--- src/rtl/input_conditioner.sv ---
// -----------------------------------------------------------------------------
// input_conditioner
//
// Purpose: conditions the raw board switches and buttons for the rest of the
// design. Every raw input goes through a two-flop synchronizer, is debounced
// against a common sample tick, and is then turned into:
//   - debounced levels for switches and buttons,
//   - a one-cycle press strobe per button (release gives no strobe),
//   - a serialized stream of switch rise ("up") and fall ("down") events.
//
// Event outputs are single-cycle valid strobes with no back-pressure. When
// up_valid is 1, up_idx names the switch that rose; when up_valid is 0,
// up_idx is 0. The down pair behaves the same way for falling switches and
// is independent of the up pair, so both may be valid in one cycle. Several
// pending events are emitted lowest index first, one per cycle.
//
// Parameters:
//   CLK_DIV    - CLK cycles per sample tick (2 .. 2**20)
//   DB_SAMPLES - consecutive differing ticks needed to accept a level (1..15)
//
// Build option:
//   INPUT_COND_FAST_SIM_EN - when defined, the tick period is 4 cycles
//                            regardless of CLK_DIV (for short simulations).
//
// Ports:
//   CLK        in   single clock, rising edge
//   RESET      in   synchronous, active-high reset
//   SW[9:0]    in   raw asynchronous switch levels
//   BTN[2:0]   in   raw asynchronous buttons: [0] ADMIN, [1] OK, [2] BACKSPACE
//   ms_tick    out  one-cycle sample-tick strobe
//   sw_level   out  debounced switch levels
//   btn_level  out  debounced button levels
//   btn_pulse  out  one-cycle strobe on each debounced button press
//   up_valid   out  a switch 0->1 event is presented this cycle
//   up_idx     out  index of that switch
//   down_valid out  a switch 1->0 event is presented this cycle
//   down_idx   out  index of that switch
// -----------------------------------------------------------------------------
module input_conditioner #(
    parameter int CLK_DIV    = 100000,
    parameter int DB_SAMPLES = 4
) (
    input  logic       CLK,
    input  logic       RESET,
    input  logic [9:0] SW,
    input  logic [2:0] BTN,
    output logic       ms_tick,
    output logic [9:0] sw_level,
    output logic [2:0] btn_level,
    output logic [2:0] btn_pulse,
    output logic       up_valid,
    output logic [3:0] up_idx,
    output logic       down_valid,
    output logic [3:0] down_idx
);

`ifdef INPUT_COND_FAST_SIM_EN
    localparam int TICK_P = 4;
`else
    localparam int TICK_P = CLK_DIV;
`endif

    localparam int          PW      = (TICK_P > 2) ? $clog2(TICK_P) : 1;
    localparam logic [PW-1:0] PRE_LAST = PW'(TICK_P - 1);
    localparam logic [3:0]  DB_N    = 4'(DB_SAMPLES);
    localparam int          N_IN    = 13;   // 10 switches + 3 buttons

    // Inputs are handled as one vector: [9:0] switches, [12:10] buttons.
    logic [N_IN-1:0]       in_meta_q, in_meta_d;
    logic [N_IN-1:0]       in_sync_q, in_sync_d;
    logic [PW-1:0]         pre_cnt_q, pre_cnt_d;
    logic [N_IN-1:0][3:0]  db_cnt_q,  db_cnt_d;
    logic [N_IN-1:0]       level_q,   level_d;
    logic [2:0]            btn_pulse_q, btn_pulse_d;
    logic [9:0]            pend_up_q, pend_up_d;
    logic [9:0]            pend_dn_q, pend_dn_d;
    logic                  up_valid_q, up_valid_d;
    logic [3:0]            up_idx_q,   up_idx_d;
    logic                  down_valid_q, down_valid_d;
    logic [3:0]            down_idx_q,   down_idx_d;

    logic       tick;
    logic [9:0] sw_rise, sw_fall;
    logic [9:0] up_clr, dn_clr;

    always_comb begin
        in_meta_d = {BTN, SW};
        in_sync_d = in_meta_q;

        // Prescaler: the tick is the last count of each period.
        tick      = (pre_cnt_q == PRE_LAST);
        pre_cnt_d = tick ? '0 : pre_cnt_q + PW'(1);

        // Debounce: count consecutive ticks where the synchronized input
        // disagrees with the accepted level; a single agreeing tick restarts
        // the count, so short glitches never reach the level.
        db_cnt_d = db_cnt_q;
        level_d  = level_q;
        if (tick) begin
            for (int i = 0; i < N_IN; i++) begin
                if (in_sync_q[i] != level_q[i]) begin
                    if (db_cnt_q[i] + 4'd1 == DB_N) begin
                        level_d[i]  = ~level_q[i];
                        db_cnt_d[i] = 4'd0;
                    end else begin
                        db_cnt_d[i] = db_cnt_q[i] + 4'd1;
                    end
                end else begin
                    db_cnt_d[i] = 4'd0;
                end
            end
        end

        // Pulse registers alongside the level so it is high in exactly the
        // first cycle the new level is visible.
        btn_pulse_d = level_d[12:10] & ~level_q[12:10];

        sw_rise = level_d[9:0] & ~level_q[9:0];
        sw_fall = level_q[9:0] & ~level_d[9:0];

        // Lowest-index pick: scanning downward lets the lowest set bit win.
        up_valid_d = 1'b0;
        up_idx_d   = 4'd0;
        up_clr     = 10'd0;
        for (int i = 9; i >= 0; i--) begin
            if (pend_up_q[i]) begin
                up_valid_d = 1'b1;
                up_idx_d   = 4'(i);
                up_clr     = 10'd1 << i;
            end
        end

        down_valid_d = 1'b0;
        down_idx_d   = 4'd0;
        dn_clr       = 10'd0;
        for (int i = 9; i >= 0; i--) begin
            if (pend_dn_q[i]) begin
                down_valid_d = 1'b1;
                down_idx_d   = 4'(i);
                dn_clr       = 10'd1 << i;
            end
        end

        // A new edge in the same cycle as emission keeps the bit set.
        pend_up_d = (pend_up_q & ~up_clr) | sw_rise;
        pend_dn_d = (pend_dn_q & ~dn_clr) | sw_fall;
    end

    always_ff @(posedge CLK) begin
        if (RESET) begin
            in_meta_q    <= '0;
            in_sync_q    <= '0;
            pre_cnt_q    <= '0;
            db_cnt_q     <= '0;
            level_q      <= '0;
            btn_pulse_q  <= '0;
            pend_up_q    <= '0;
            pend_dn_q    <= '0;
            up_valid_q   <= 1'b0;
            up_idx_q     <= '0;
            down_valid_q <= 1'b0;
            down_idx_q   <= '0;
        end else begin
            in_meta_q    <= in_meta_d;
            in_sync_q    <= in_sync_d;
            pre_cnt_q    <= pre_cnt_d;
            db_cnt_q     <= db_cnt_d;
            level_q      <= level_d;
            btn_pulse_q  <= btn_pulse_d;
            pend_up_q    <= pend_up_d;
            pend_dn_q    <= pend_dn_d;
            up_valid_q   <= up_valid_d;
            up_idx_q     <= up_idx_d;
            down_valid_q <= down_valid_d;
            down_idx_q   <= down_idx_d;
        end
    end

    // ms_tick is decoded from the prescaler flop; the prescaler is 0 out of
    // reset, so the strobe is 0 there as well.
    assign ms_tick    = tick;
    assign sw_level   = level_q[9:0];
    assign btn_level  = level_q[12:10];
    assign btn_pulse  = btn_pulse_q;
    assign up_valid   = up_valid_q;
    assign up_idx     = up_idx_q;
    assign down_valid = down_valid_q;
    assign down_idx   = down_idx_q;

endmodule

--- config.mk ---
export PLATFORM = sky130hd
export DESIGN_NAME = input_conditioner
export DESIGN_NICKNAME = d
export VERILOG_FILES = /design/src/rtl/input_conditioner.sv
export SDC_FILE = /design/constraint.sdc
export NUM_CORES = 1
export LEC_CHECK = 0
export ABC_AREA = 0
export CORE_ASPECT_RATIO = 0.9
export CORE_MARGIN = 1.5
export CORE_UTILIZATION = 55
export DETAILED_ROUTE_END_ITERATION = 8
export PLACE_DENSITY_LB_ADDON = 0.1
export RECOVER_POWER = 100
export SLEW_MARGIN = 30
export SYNTH_ARGS = -nofsm -noshare
export SYNTH_HDL_FRONTEND = slang
export SYNTH_SLANG_ARGS = --single-unit
export TNS_END_PERCENT = 1
--- constraint.sdc ---
create_clock -name CLK -period 2.9 [get_ports CLK]
set_input_delay 0.58 -clock CLK [delete_from_list [all_inputs] [get_ports CLK]]
set_output_delay 0.58 -clock CLK [all_outputs]
set_load 0.01 [all_outputs]
# --- Word level (Yosys, flattened, before mapping) ---
# Index checks and enable logic that the tools add are counted.
word_totals:
  word_cells: 216
  in_bits: 15
  out_inout_bits: 27
  ff_bits: 141
op_classes:
  mux: 111
  reduce_logical: 9
  n_bitwise: 25
  addsub: 14
  eq_ne: 27
op_table:
  columns: ["op", "n"]
  rows:
  - ["2-to-1 mux 10 bit", 20]
  - ["2-to-1 mux 4 bit", 30]
  - ["adder 4 x 1 -> 4 bit, second input constant", 13]
  - ["equality test 4 x 3 -> 1 bit, second input constant", 13]
  - ["2-to-1 mux 1 bit", 48]
  - ["AND 10 bit", 4]
  - ["inverter 10 bit", 4]
  - ["2-to-1 mux 3 bit", 8]
  - ["OR 10 bit", 2]
  - ["OR reduction 9 bit", 2]
  - ["adder 17 x 1 -> 17 bit, second input constant", 1]
  - ["equality test 17 bit, second input constant", 1]
  - ["2-to-1 mux 13 bit", 1]
  - ["!= test 1 bit", 13]
  - ["inverter 1 bit", 13]
  - ["OR reduction 5 bit", 2]
  - ["2-to-1 mux 2 bit", 4]
  - ["OR reduction 2 bit", 3]
  - ["OR reduction 3 bit", 2]
  - ["AND 3 bit", 1]
  - ["inverter 3 bit", 1]

# --- Longest topological paths before layout ---
# Gate-level depths: netlist (run 1).
logic_depth:
  depth_word: 13
  ltp_mapped: 9
  depth_no_buf: 7

# --- Least setup slack after synthesis (run 1) ---
# No wires, ideal clock.
synth_path:
  kind: "register to output"
  start: "register pre_cnt_q[0]"
  end: "output port ms_tick"
  stages_incl_launch_ff: 8
  path_slack_ns: 0.642
  t_arrival_ns: 1.678
  required_ns: 2.320
  n_path_buf: 2
  path_cell_list: "dfxtp_1 -> ha_1 -> and3_1 -> nand3_1 -> or2_4 -> buf_6 -> inv_2 -> buf_2"
synth_via:
  elab_chain_cells: 1
synth_lines:
  columns: ["element", "line", "source"]
  rows:
  - ["start: declaration", "71", "logic [PW-1:0] pre_cnt_q, pre_cnt_d;"]
  - ["start signal: assignment", "166", "pre_cnt_q <= pre_cnt_d;"]
  - ["equality test 17 bit", "91", "tick = (pre_cnt_q == PRE_LAST);"]
  - ["end: declaration", "47", "output logic ms_tick,"]
# No other way between the ends.

# --- Worst setup path after layout (run 1) ---
layout_path:
  start: "register pre_cnt_q[3]"
  end: "output port ms_tick"
# Same word-level chain as after synthesis.

==> results of run 1 <==
cells in the mapped netlist (all sizes together) (2+ instances only):
cell type and count:
mux2i 7, dfxtp 141, xor2 9, inv 8
xnor2 15, nor4b 3, o41ai 2, a21oi 66
ha 21, nand3b 13, nor2b 40, a31oi 10
o211ai 8, and3 6, o21ai 51, buf 8
nand3 40, nor2 49, o211a 3, nor3 26
or3 3, nor4 7, a21o 2, nand2b 24
and2 12, nand4b 8, a41o 3, nor3b 8
or2 2, nand2 52, o21bai 2, or4 22
clkbuf 22, o311ai 2, nand4 8
power breakdown:
| group | switching [mW] | internal (mW) |
|---|---|---|
| logic | 0.0580 | 0.0430 |
| registers | 0.0138 | 1.96 |
| clock network | 0.746 | 1.14 |
state kept, by name, summed over array words and instances (netlist names), 3 cells and up:
register	count
in_meta_q	13
down_idx	4
in_sync_q	13
pend_up_q	10
btn_pulse	3
up_idx	4
level_q	13
pre_cnt_q	17
pend_dn_q	10
db_cnt_q	52
metal layers:
layer,share of wire (%),vias to the layer above
met5,0,-
met2,44,153
met3,6.5,23
li1,-,2668
met1,47,2457
met4,1.7,0
layout by cell type, fill, tap and decap left out, types with 5 or more instances in the layout:
cell	synthesis	routed
dfxtp_1	141	140
a21oi_1	66	66
nand2_1	52	52
o21ai_0	50	50
nor2_1	49	49
nor2b_1	40	40
nand3_1	40	40
nor3_1	25	26
dlygate4sd3_1	0	26
nand2b_1	24	24
or4_1	22	22
ha_1	21	20
clkbuf_16	0	17
xnor2_1	15	15
clkdlybuf4s50_1	0	14
nand3b_1	13	13
and2_1	12	12
clkbuf_1	22	11
a31oi_1	10	10
xor2_1	9	9
nand4_1	8	8
nor3b_1	8	8
o211ai_1	8	8
nand4b_1	8	8
nor4_1	7	7
mux2i_1	7	7
inv_1	7	7
and3_1	6	5
stage by stage:
step                      instance area [um^2]  instances  setup WS, ns  hold WS, ns
after floorplan                           6270        718         0.642        0.414
after global placement                    6820        890         0.522        0.418
after detailed placement                  6820        890         0.481        0.425
after CTS                                 7320        919        0.0106        0.438
after global routing                      7300        919        0.0131        0.461
final                                     7300        919        0.0838        0.435
final cells by class:
class | count | area share, %
multi-input combinational | 539 | 45.0
inverter | 8 | 0.411
timing repair buffer | 50 | 6.41
sequential | 141 | 38.7
clock buffer | 27 | 6.75
clock inverter | 2 | 0.137
tap | 152 | 2.60
path summary, 6_finish.rpt:
kind | startpoint | end | slack (ns) | cells after the start
worst max-delay path | pre_cnt_q[3]$_SDFF_PP0_ | ms_tick | 0.08 | 5
worst min-delay path | in_meta_q[2]$_SDFF_PP0_ | in_sync_q[2]$_SDFF_PP0_ | 0.43 | 1
worst max register to register | pre_cnt_q[3]$_SDFF_PP0_ | db_cnt_q[42]$_SDFFE_PP0N_ | 0.20 | 7
worst min register to register | in_meta_q[2]$_SDFF_PP0_ | in_sync_q[2]$_SDFF_PP0_ | 0.43 | 1
logic make-up (layout without fill, tap and decap cells):
kind of cell | Yosys count | in the layout
DFF | 141 | 141
and+or+nand+nor | 328 | 328
xor gates and xnor gates | 24 | 24
muxes | 7 | 7
buffers and inverters | 38 | 87
adders and majority gates | 21 | 21
AOI/OAI and AO/OA | 159 | 159
timing repair:
item / in CTS / in global routing
setup endpoints to repair: 0 / 1
hold buffers: 0 / 0
resized for setup: 0 / 3
==> reports/metrics.csv, run 1 <==
metric;value;unit
syn_inst;718;
finClkSkew;0.00514;ns
synth_top_cell_by_area;dfxtp_1;
synth_xor_area_share;3.35;%
clk_path_buf_depth;2;
hold_violations;0;
wl;13.8;mm
regArea;0.00282;mm^2
netlist.area_leader.share;45.0;%
grt-ovfl-total;0;
gp_congestion;0.865;
relSlewSlack;25.0;%
final_core_util;66.4;%
grt_pass1_vias;4922;
core-area;0.0110;mm^2
synth_fa_ha_area_share;4.19;%
cp.required;2.32;ns
num_vias;5301;
wire_per_inst;15.1;um
drtIter0Drc;441;
synth-simple-area-share;29.1;%
fin_nets;793;
n_fill_cell;942;
top_usage_layer;met2;
critical_path_buf_inv_count;2;
start_util;57.1;%
rsz0062_at_grt;false;
grt_usage;24.8;%
synth_edf_count;0;
endpoint_kind;primary output;
die-area;0.0121;mm^2
num_antenna_cells;0;
syn-cell-area;0.00627;mm^2
crit_type;reg2out;
ys_ff_latch;141;
async_flop_share;0;%
rows;36;
yosys_most_used_dff;dfxtp_1;
grt_pass1_wl;23.8;mm
syn_nets;754;
crit_chain;nand2_1 > or4_1 > or2_4 > inv_2 > clkdlybuf4s50_1;
finalCritPeriodShare;97.1;%
synth-seq-area-share;45.0;%
syn_area_per_cell;8.74;um^2
p_total;3.96;mW
setup_violations;0;
synth_top_family_by_area;simple AND/OR/NAND/NOR gates;
drc_errors;0;
cpMaxStageDelayCell;clkdlybuf4s50_1;
path_clk_slew;0.05;ns
synthMuxAreaShare;1.12;%
cts_tree;built;
synth_compound_area_share;14.7;%
ios;42;
hold_path_class;reg2reg;
clock_sinks;141;
crit_fanout;5;
hpwlAfterDp;8.92;mm
period_needed;2.82;ns
slew_violations;0;
h-tree-depth;4;
grt_use_met2;37.2;%
antenna_found_initial;0;
drv_cap;0;
powerDensity;543;mW/mm^2
arrival;2.24;ns
tightest_slew;1.12;ns
die_w;116;um
io_buffers;41;
cts_inserted_buffers;17;
status;completed;
tns;0;ns
yosys-top-cells-area;dfxtp_1 (45%), a21oi_1 (5.3%), ha_1 (4.2%);
irDropWorstVdd;379;uV
post-cts-setup-buffers;0;
grtUsageMet1;34.3;%
viasPerCell;5.77;
yosysUniqueCellTypes;56;
syn2layout_area_growth;16.4;%
slowest_delay;0.52;ns
max_freq;0.355;GHz
die_h;104;um
drive_gt1_share;4.82;%
critPathTopFamily;simple AND/OR/NAND/NOR gates;
grt_max_degree;76;
drtAntennaViolNets;0;
first_pass_iters;5;
clk-insertion-delay-late;0.42;ns
startpoint_type;register;
use_met3;6.35;%
p_leak;2.73;nW
root_buffer;clkbuf_16;
ys_warn_count;0;
multiInputGateArea;0.00329;mm^2
Power figures use the tool's default switching activity.
==> run 2: changes to the inputs <==
--- a/config.mk
+++ b/config.mk
@@ -6,10 +6,12 @@
 export NUM_CORES = 1
 export LEC_CHECK = 0
 export ABC_AREA = 0
+export CAP_MARGIN = 40
 export CORE_ASPECT_RATIO = 0.9
 export CORE_MARGIN = 1.5
 export CORE_UTILIZATION = 55
 export DETAILED_ROUTE_END_ITERATION = 8
+export MAX_ROUTING_LAYER = met4
 export PLACE_DENSITY_LB_ADDON = 0.1
 export RECOVER_POWER = 100
 export SLEW_MARGIN = 30
==> reports/metrics.csv, run 2 (synthesis gave the netlist of run 1 again) <==
metric;value;unit
status;completed;
core-area;0.0110;mm^2
die-area;0.0121;mm^2
antenna_found_initial;0;
fin_nets;793;
clk-insertion-delay-late;0.42;ns
rr_worst_depth;7;
die_h;104;um
grt-ovfl-total;0;
finClkSkew;0.00511;ns
r2r_slack;0.18;ns
grt_max_degree;76;
cts_tree;built;
clk_path_buf_depth;2;
num_antenna_cells;0;
tns;0;ns
largest-register;db_cnt_q;
p_leak;2.73;nW
post-cts-setup-buffers;0;
holdPathStages;1;
viasPerCell;5.80;
grt_usage;25.5;%
clock_sinks;141;
arrival;2.24;ns
startpoint_type;register;
period_needed;2.82;ns
crit_fanout;5;
max_freq;0.355;GHz
slew_violations;0;
num_vias;5326;
final_core_util;66.4;%
hold_end;in_sync_q[6]$_SDFF_PP0_;
crit_type;reg2out;
ios;42;
final_cell_mix;dfxtp_1 (140), a21oi_1 (66), nand2_1 (52);
dp_slack;0.481;ns
drive_gt1_share;4.82;%
hold_path_class;reg2reg;
drtAntennaViolNets;0;
tightest_slew;1.17;ns
p_total;3.96;mW
drc_errors;0;
powerDensity;542;mW/mm^2
io_buffers;41;
hp-start;in_meta_q[6]$_SDFF_PP0_;
cts.repair.resized;0;
hold_violations;0;
root_buffer;clkbuf_16;
n_fill_cell;942;
syn2layout_area_growth;16.4;%
start_util;57.1;%
rsz0062_at_grt;false;
hold_buffers;0;
grt_pass1_wl;23.7;mm
path_clk_slew;0.05;ns
multiInputGateArea;0.00329;mm^2
irDropWorstVdd;379;uV
gp_congestion;0.879;
final.setup.worst_slack;0.0825;ns
rows;36;
drtIter0Drc;438;
die_w;116;um
grt_pass1_vias;4925;
wl;13.9;mm
hpwlAfterDp;8.92;mm
first_pass_iters;5;
final_common_cell;dfxtp_1;
reg_top3;db_cnt_q x52, pre_cnt_q x17;
r2r_start;pre_cnt_q[3]$_SDFF_PP0_;
cp.required;2.32;ns
endpoint_kind;primary output;
finalCritPeriodShare;97.2;%
rr_endpoint;db_cnt_q[42]$_SDFFE_PP0N_;
placed_cells;890;
regArea;0.00282;mm^2
drv_cap;0;
wire_per_inst;15.1;um
relSlewSlack;22.1;%
largest_reg_flops;52;
setup_violations;0;
h-tree-depth;4;
cts_inserted_buffers;17;
final_cells;919;
-- run 2: cell counts in the layout (fill, tap and decap cells not counted) --
No cell type changed its count.
-- run 2: cell type report --
class / count / area share (%)
clock inverter: 2 / 0.137
tap: 152 / 2.60
clock buffer: 27 / 6.75
sequential: 141 / 38.7
multi-input combinational: 539 / 45.0
inverter: 8 / 0.411
timing repair buffer: 50 / 6.41
-- run 2: worst max-delay path, stage by stage, from the launching register on --
cell,delay [ns]
dfxtp_1,0.39
nand2_1,0.09
or4_1,0.49
or2_4,0.27
inv_2,0.06
clkdlybuf4s50_1,0.52
-- run 2: routing by layer --
layer / global-route usage (%) / wire [um] / vias to the layer above / share of wire (%)
met5: - / 0 / - / 0
met4: 8.99 / 222 / 0 / 1.6
met3: 6.18 / 853 / 22 / 6.1
met2: 37.2 / 6240 / 152 / 45
met1: 34.2 / 6550 / 2486 / 47
li1: - / - / 2666 / -
-- run 2: worst max path at each step --
stage | start | to | slack (ns) | cells after the start
6_report | pre_cnt_q[3]$_SDFF_PP0_ | ms_tick | 0.08 | 5
5_1_grt | pre_cnt_q[1]$_SDFF_PP0_ | ms_tick | 0.01 | 6
4_1_cts | pre_cnt_q[0]$_SDFF_PP0_ | ms_tick | 0.01 | 6
3_5_place_dp | pre_cnt_q[0]$_SDFF_PP0_ | ms_tick | 0.48 | 6
3_3_place_gp | pre_cnt_q[0]$_SDFF_PP0_ | ms_tick | 0.52 | 6
2_1_floorplan | pre_cnt_q[0]$_SDFF_PP0_ | ms_tick | 0.64 | 7
-- run 2: metrics by stage --
stage | cell area [um^2] | hold slack [ns]
4_1_cts | 7320 | 0.438
2_1_floorplan | 6270 | 0.414
6_report | 7300 | 0.436
3_3_place_gp | 6820 | 0.418
3_5_place_dp | 6820 | 0.425
5_1_grt | 7300 | 0.461
-- run 2: power breakdown --
part / internal, mW / switching, mW / total [mW]
Clock: 1.14 / 0.744 / 1.89
Sequential: 1.96 / 0.0137 / 1.97
Combinational: 0.0430 / 0.0581 / 0.101
Total: 3.14 / 0.816 / 3.96
